**src/rtl/multdiv_ctrl.sv**
```systemverilog
// Sequencer that hands X-stage MUL/DIV instructions to an iterative multiplier/divider
// and writes the result back. Define MULTDIV_TIMEOUT_EN to enable the WAIT-state watchdog.
module multdiv_ctrl #(
  parameter int unsigned TIMEOUT = 40
) (
  input  logic        clock,
  input  logic        reset_n,
  input  logic [31:0] ins,
  input  logic        valid_x,
  input  logic        flush,
  input  logic [31:0] operand_a,
  input  logic [31:0] operand_b,
  output logic [31:0] mdu_a,
  output logic [31:0] mdu_b,
  output logic        ctrl_mult,
  output logic        ctrl_div,
  input  logic [31:0] mdu_result,
  input  logic        mdu_exception,
  input  logic        mdu_ready,
  output logic        stall,
  output logic        wb_valid,
  output logic [4:0]  wb_rd,
  output logic [31:0] wb_data
);

  typedef enum logic [1:0] {
    S_IDLE  = 2'd0,
    S_ISSUE = 2'd1,
    S_WAIT  = 2'd2,
    S_WB    = 2'd3
  } state_e;

  localparam logic [4:0] OP_MUL  = 5'b00110;
  localparam logic [4:0] OP_DIV  = 5'b00111;
  localparam logic [4:0] EXC_RD  = 5'd30;

  state_e      state_q, state_d;
  logic [5:0]  cnt_q, cnt_d;
  logic        op_div_q;
  logic [4:0]  rd_q;
  logic [31:0] mdu_a_q, mdu_b_q, wb_data_q;
  logic        ctrl_mult_q, ctrl_div_q, wb_valid_q;
  logic [4:0]  wb_rd_q;

  logic is_rtype, is_mul, is_div, accept, timeout_hit, wb_fire, wb_exc;
  logic unused_ins;

  assign is_rtype = (ins[31:27] == 5'b00000);
  assign is_mul   = is_rtype & (ins[6:2] == OP_MUL);
  assign is_div   = is_rtype & (ins[6:2] == OP_DIV);
  assign accept   = valid_x & (is_mul | is_div) & (state_q == S_IDLE) & ~flush;
  assign unused_ins = ^{ins[21:7], ins[1:0]};

`ifdef MULTDIV_TIMEOUT_EN
  // The counter holds the number of completed idle WAIT cycles, so the last allowed one sees TIMEOUT-1.
  assign timeout_hit = (state_q == S_WAIT) & ~mdu_ready & (cnt_q == 6'(TIMEOUT - 1));
`else
  logic [5:0] unused_timeout;
  assign unused_timeout = 6'(TIMEOUT);
  assign timeout_hit    = 1'b0;
`endif

  // A timeout without ready is reported the same way as an MDU exception.
  assign wb_fire = (state_q == S_WAIT) & ~flush & (mdu_ready | timeout_hit);
  assign wb_exc  = mdu_ready ? mdu_exception : 1'b1;

  always_comb begin
    // NOTE: every signal written here gets a default first, so no latch can be inferred.
    state_d = state_q;
    cnt_d   = cnt_q;
    unique case (state_q)
      S_IDLE:  if (accept) state_d = S_ISSUE;
      S_ISSUE: begin
        state_d = flush ? S_IDLE : S_WAIT;
        cnt_d   = '0;
      end
      S_WAIT: begin
        if (flush)        state_d = S_IDLE;
        else if (wb_fire) state_d = S_WB;
        else if (cnt_q != 6'h3f) cnt_d = cnt_q + 6'd1;
      end
      S_WB:    state_d = S_IDLE;
      default: state_d = S_IDLE;
    endcase
  end

  always_ff @(posedge clock or negedge reset_n) begin
    if (!reset_n) begin
      state_q <= S_IDLE;
      cnt_q   <= '0;
    end else begin
      // NOTE: non-blocking assignments so every flop samples pre-edge values.
      state_q <= state_d;
      cnt_q   <= cnt_d;
    end
  end

  always_ff @(posedge clock or negedge reset_n) begin
    if (!reset_n) begin
      op_div_q    <= 1'b0;
      rd_q        <= '0;
      mdu_a_q     <= '0;
      mdu_b_q     <= '0;
      ctrl_mult_q <= 1'b0;
      ctrl_div_q  <= 1'b0;
      wb_valid_q  <= 1'b0;
      wb_rd_q     <= '0;
      wb_data_q   <= '0;
    end else begin
      ctrl_mult_q <= accept & is_mul;
      ctrl_div_q  <= accept & is_div;
      wb_valid_q  <= wb_fire;
      if (accept) begin
        op_div_q <= is_div;
        rd_q     <= ins[26:22];
        mdu_a_q  <= operand_a;
        mdu_b_q  <= operand_b;
      end
      if (wb_fire) begin
        wb_rd_q   <= wb_exc ? EXC_RD : rd_q;
        wb_data_q <= wb_exc ? (op_div_q ? 32'd5 : 32'd4) : mdu_result;
      end
    end
  end

  assign mdu_a     = mdu_a_q;
  assign mdu_b     = mdu_b_q;
  assign ctrl_mult = ctrl_mult_q;
  assign ctrl_div  = ctrl_div_q;
  assign wb_valid  = wb_valid_q;
  assign wb_rd     = wb_rd_q;
  assign wb_data   = wb_data_q;
  // The X instruction is frozen from the accept cycle until the result is on its way to writeback.
  assign stall     = reset_n & (accept | (state_q == S_ISSUE) | (state_q == S_WAIT));

endmodule

```
**config.mk**
```make
export PLATFORM = sky130hd
export DESIGN_NAME = multdiv_ctrl
export DESIGN_NICKNAME = d
export VERILOG_FILES = /design/src/rtl/multdiv_ctrl.sv
export SDC_FILE = /design/constraint.sdc
export NUM_CORES = 1
export LEC_CHECK = 0
export BUFFER_PORTS_ARGS = -buffer_cell sky130_fd_sc_hd__buf_2
export CORE_MARGIN = 5
export CORE_UTILIZATION = 25
export CTS_BUF_LIST = sky130_fd_sc_hd__clkbuf_8
export CTS_CLUSTER_SIZE = 14
export DETAILED_ROUTE_END_ITERATION = 10
export GPL_TIMING_DRIVEN = 0
export SLEW_MARGIN = 25
export SYNTH_ARGS = -nofsm -noshare
export SYNTH_HDL_FRONTEND = slang
export SYNTH_SLANG_ARGS = --single-unit
```
**constraint.sdc**
```tcl
create_clock -name clock -period 3.3 [get_ports clock]
set_clock_uncertainty 0.15 [all_clocks]
set_input_delay 0.495 -clock clock [delete_from_list [all_inputs] [get_ports clock]]
set_output_delay 0.495 -clock clock [all_outputs]
set_load 0.1 [all_outputs]
```
==> results.txt <==
The flow ran to the end, and the final reports show no timing, DRC or antenna violations. The setup path with the least slack is of type in -> out. The required time at the worst-slack endpoint is 2.65 ns. Counting every instance in the synthesized netlist gives 254. The share of synthesized registers carrying an async set or reset is 100.0%. The tree built by TritonCTS fans out to 112 sinks.

The max-slew violation total from the final report is 0. The summed negative setup slack over all endpoints is 0 ns. The combined global-route utilization of all metal layers is 11.33%.

The area added between synthesis and finish is 37.41%. In this run the power density over the cells is 460.3 nW/µm². The detail-routed via count per cell came out at 4.211. By count the netlist is led by dfrtp_1, mux2_4, a22o_1.

The worst setup path is captured at a primary output. The worst slack on hold paths is 0.1495 ns. In this run the worst hold path is classified as in -> reg.

The antenna diode count came out at 0. The number of nets still failing antenna checks after routing came out at 0. The congestion estimate from routability-driven global placement came to 0.8164. In the routed design, unresolved DRC markers number 0. The overall die height is 142.0 µm. The largest net degree at the start of global routing is 75. The share of Yosys cell area claimed by the top area cell type is 64.37%. The tool flagged a number of max-cap violations equal to 0.

The number of DRC markers after the initial detailed-route iteration is 75. The clock latency reported for the late side of the worst-skew pair is 0.37 ns. The hold path startpoint is flush. Once placement completed, the tool counted placed cells totaling 701. The number of placement rows is 48. The fraction of final layout cells with drive strength greater than 1 is 64.23%. Counting cells, the worst reg-to-reg path comes to 5. The count of fill cells added during filler insertion came out at 1697. The count of endpoints failing hold in the final timing report came out at 0. The peak ir drop on the vdd network came out at 0.2161 mV. The routed wire length is 11.55 mm.

The number of nets handed over by synthesis was 388. The leakage dissipation came out at 3.554 nW. The worst hold path cell count is 2. In this run the post-CTS setup repair buffer count came out at 0.

The synthesized area per cell is 17.14 µm². The number of antenna violations at the first check in global routing is 0. For this run, the leading register cell type out of synthesis is dfrtp_1.

The setup slack after placement is 0.6672 ns. The total congestion overflow after global routing came out at 0. The synthesized design contains 0 enable-type register cells. Data on the critical path arrives at its endpoint at 2.35 ns. The clock transition time at the flip-flop clock pins of the worst setup and hold paths came out at 0.10 ns. The die is 142.0 µm wide. The biggest area contributor in the post-synthesis netlist is dfrtp_1. Yosys attributes the largest share of cell area to dfrtp_1, mux2_4, a22o_1.

The register area came out at 2803 µm². The first-pass iteration count of the detailed router is 4. The maximum clock rate is 334.1 MHz.

The clock tree from TritonCTS is built. The worst setup slack for register-to-register paths is 1.41 ns. The top-level I/O count came out at 239. The standard cell core area is 17180 µm². The number of port buffers is 221. The cell chosen for the clock root is clkbuf_8. The biggest fanout along the worst timing path is 74. The floorplan die area came out at 20160 µm².

After legalization and detailed placement, the total HPWL measured 8.812 mm. The destination of the worst register-to-register timing path is mdu_b[1]$_DFFE_PN0P_. Measured against its own limit, the worst slew margin works out to 65.40%.

The slack of the critical path came out at 0.3073 ns. The sort of element at the start of the critical path is an input port. The synthesis-stage register bit count is 112.

The routed layout has 3019 vias. The final critical-path required period is 2.993 ns. The area of the multi-input gates came out at 1433 µm². The number of synthesis warnings came out at 0.

The first global-routing pass estimated 18.00 mm of wire. The via count of the first global-routing pass is 3477. Setup repair after global routing left no endpoint under its margin. For this run, the register share of the synthesized area comes to 64.37%. The launch point of the worst reg-to-reg path is state_q[1]$_DFFE_PN0P_. The worst-case clock buffer depth came out at 2. The count of endpoints failing setup in the final report came out at 0. Dividing the detail-routed wire length by the instance count gives 16.10 µm.

The fraction of the cycle the final worst path needs is 90.69%. The final layout net count came out at 622. The maximum level of the CTS H-tree is 3. Power comes to 2.754 mW. The slew at the pin with the worst max-slew slack is 0.5227 ns. TritonCTS created 9 clock buffers. The most common cell in the synthesized netlist is dfrtp_1. The initial core utilization is 25.35%. The end point of the most critical hold path is state_q[1]$_DFFE_PN0P_. The count of cells in the finished layout, fillers not included, comes to 717. The number of unique standard cell types used by synthesis is 25.

The total standard cell area after synthesis is 4354 µm².
registers in the layout, indices dropped and copies added (netlist names):
name	flops
ctrl_mult	1
mdu_a	32
mdu_b	32
wb_data	32
state_q	2
ctrl_div	1
wb_valid	1
wb_rd	5
rd_q	5
op_div_q	1
how the worst max path moves through the flow:
stage            start    end  slack (ns)
2_1_floorplan  ins[28]  stall        0.04
3_3_place_gp   reset_n  stall       -0.49
3_5_place_dp   ins[28]  stall        0.67
4_1_cts        reset_n  stall        0.17
5_1_grt        reset_n  stall        0.05
6_report       reset_n  stall        0.31
layer usage:
metal | wire [µm] | track usage (%) | vias to the layer above
met4 | 312 | 5.404 | 0
met5 | 0 | 0 | -
met3 | 896 | 2.923 | 19
met1 | 4747 | 13.54 | 1467
met2 | 5590 | 19.10 | 147
li1 | - | - | 1386
timing repair:
item,in CTS,in global routing
setup endpoints to repair,0,1
hold buffers,1,0
gates resized for setup,0,1
hold endpoints to repair,39,0
power breakdown:
part | internal (mW) | switching [mW] | total (mW)
logic | 0.118 | 0.375 | 0.493
clock network | 0.369 | 0.461 | 0.829
registers | 1.41 | 0.0211 | 1.43
layout make-up:
class / count / area share (%)
Clock inverter: 5 / 0.9619
Buffer: 16 / 1.861
Inverter: 2 / 0.1255
Multi-Input combinational cell: 124 / 23.94
Sequential cell: 112 / 46.84
Timing Repair Buffer: 223 / 19.26
Clock buffer: 10 / 2.300
Tap cell: 225 / 4.705
logic make-up (layout without fill, tap and decap cells):
group | count (synthesis) | count (layout) | synth area share [%]
AND/OR/NAND/NOR | 14 | 14 | 2.012
flip-flops | 112 | 112 | 64.37
multiplexers | 71 | 71 | 23.16
AO/OA/AOI/OAI | 38 | 38 | 7.529
XOR/XNOR | 1 | 1 | 0.2012
buffers and inverters | 18 | 256 | 2.730
worst max-delay path, stage by stage:
cell and delay (ns):
dlygate4sd3_1 0.55, buf_6 0.34, buf_16 0.35, a21boi_1 0.20
clkbuf_4 0.34
per-stage QoR:
step | area, µm² | util (%)
finish | 5983 | 34.83
detailed placement | 5776 | 33.62
floorplan | 4354 | -
CTS | 5981 | 34.82
global placement | 5742 | 33.43
global route | 5983 | 34.83
layout by cell type (no fill, tap or decap), drive strengths merged:
cell	instances
dlygate4sd3	1
bufinv	1
buf	231
nor4b	1
and3	1
a22o	31
nand4bb	1
nor2b	1
a21boi	1
nand2	2
and3b	1
nand4	1
xnor2	1
nor4	1
clkinvlp	2
o21ai	1
nand3	1
mux2	70
o22a	5
dfrtp	112
nor2	4
inv	4
clkbuf	17
mux2i	1
No activity file was read; power rests on OpenSTA's default activity.
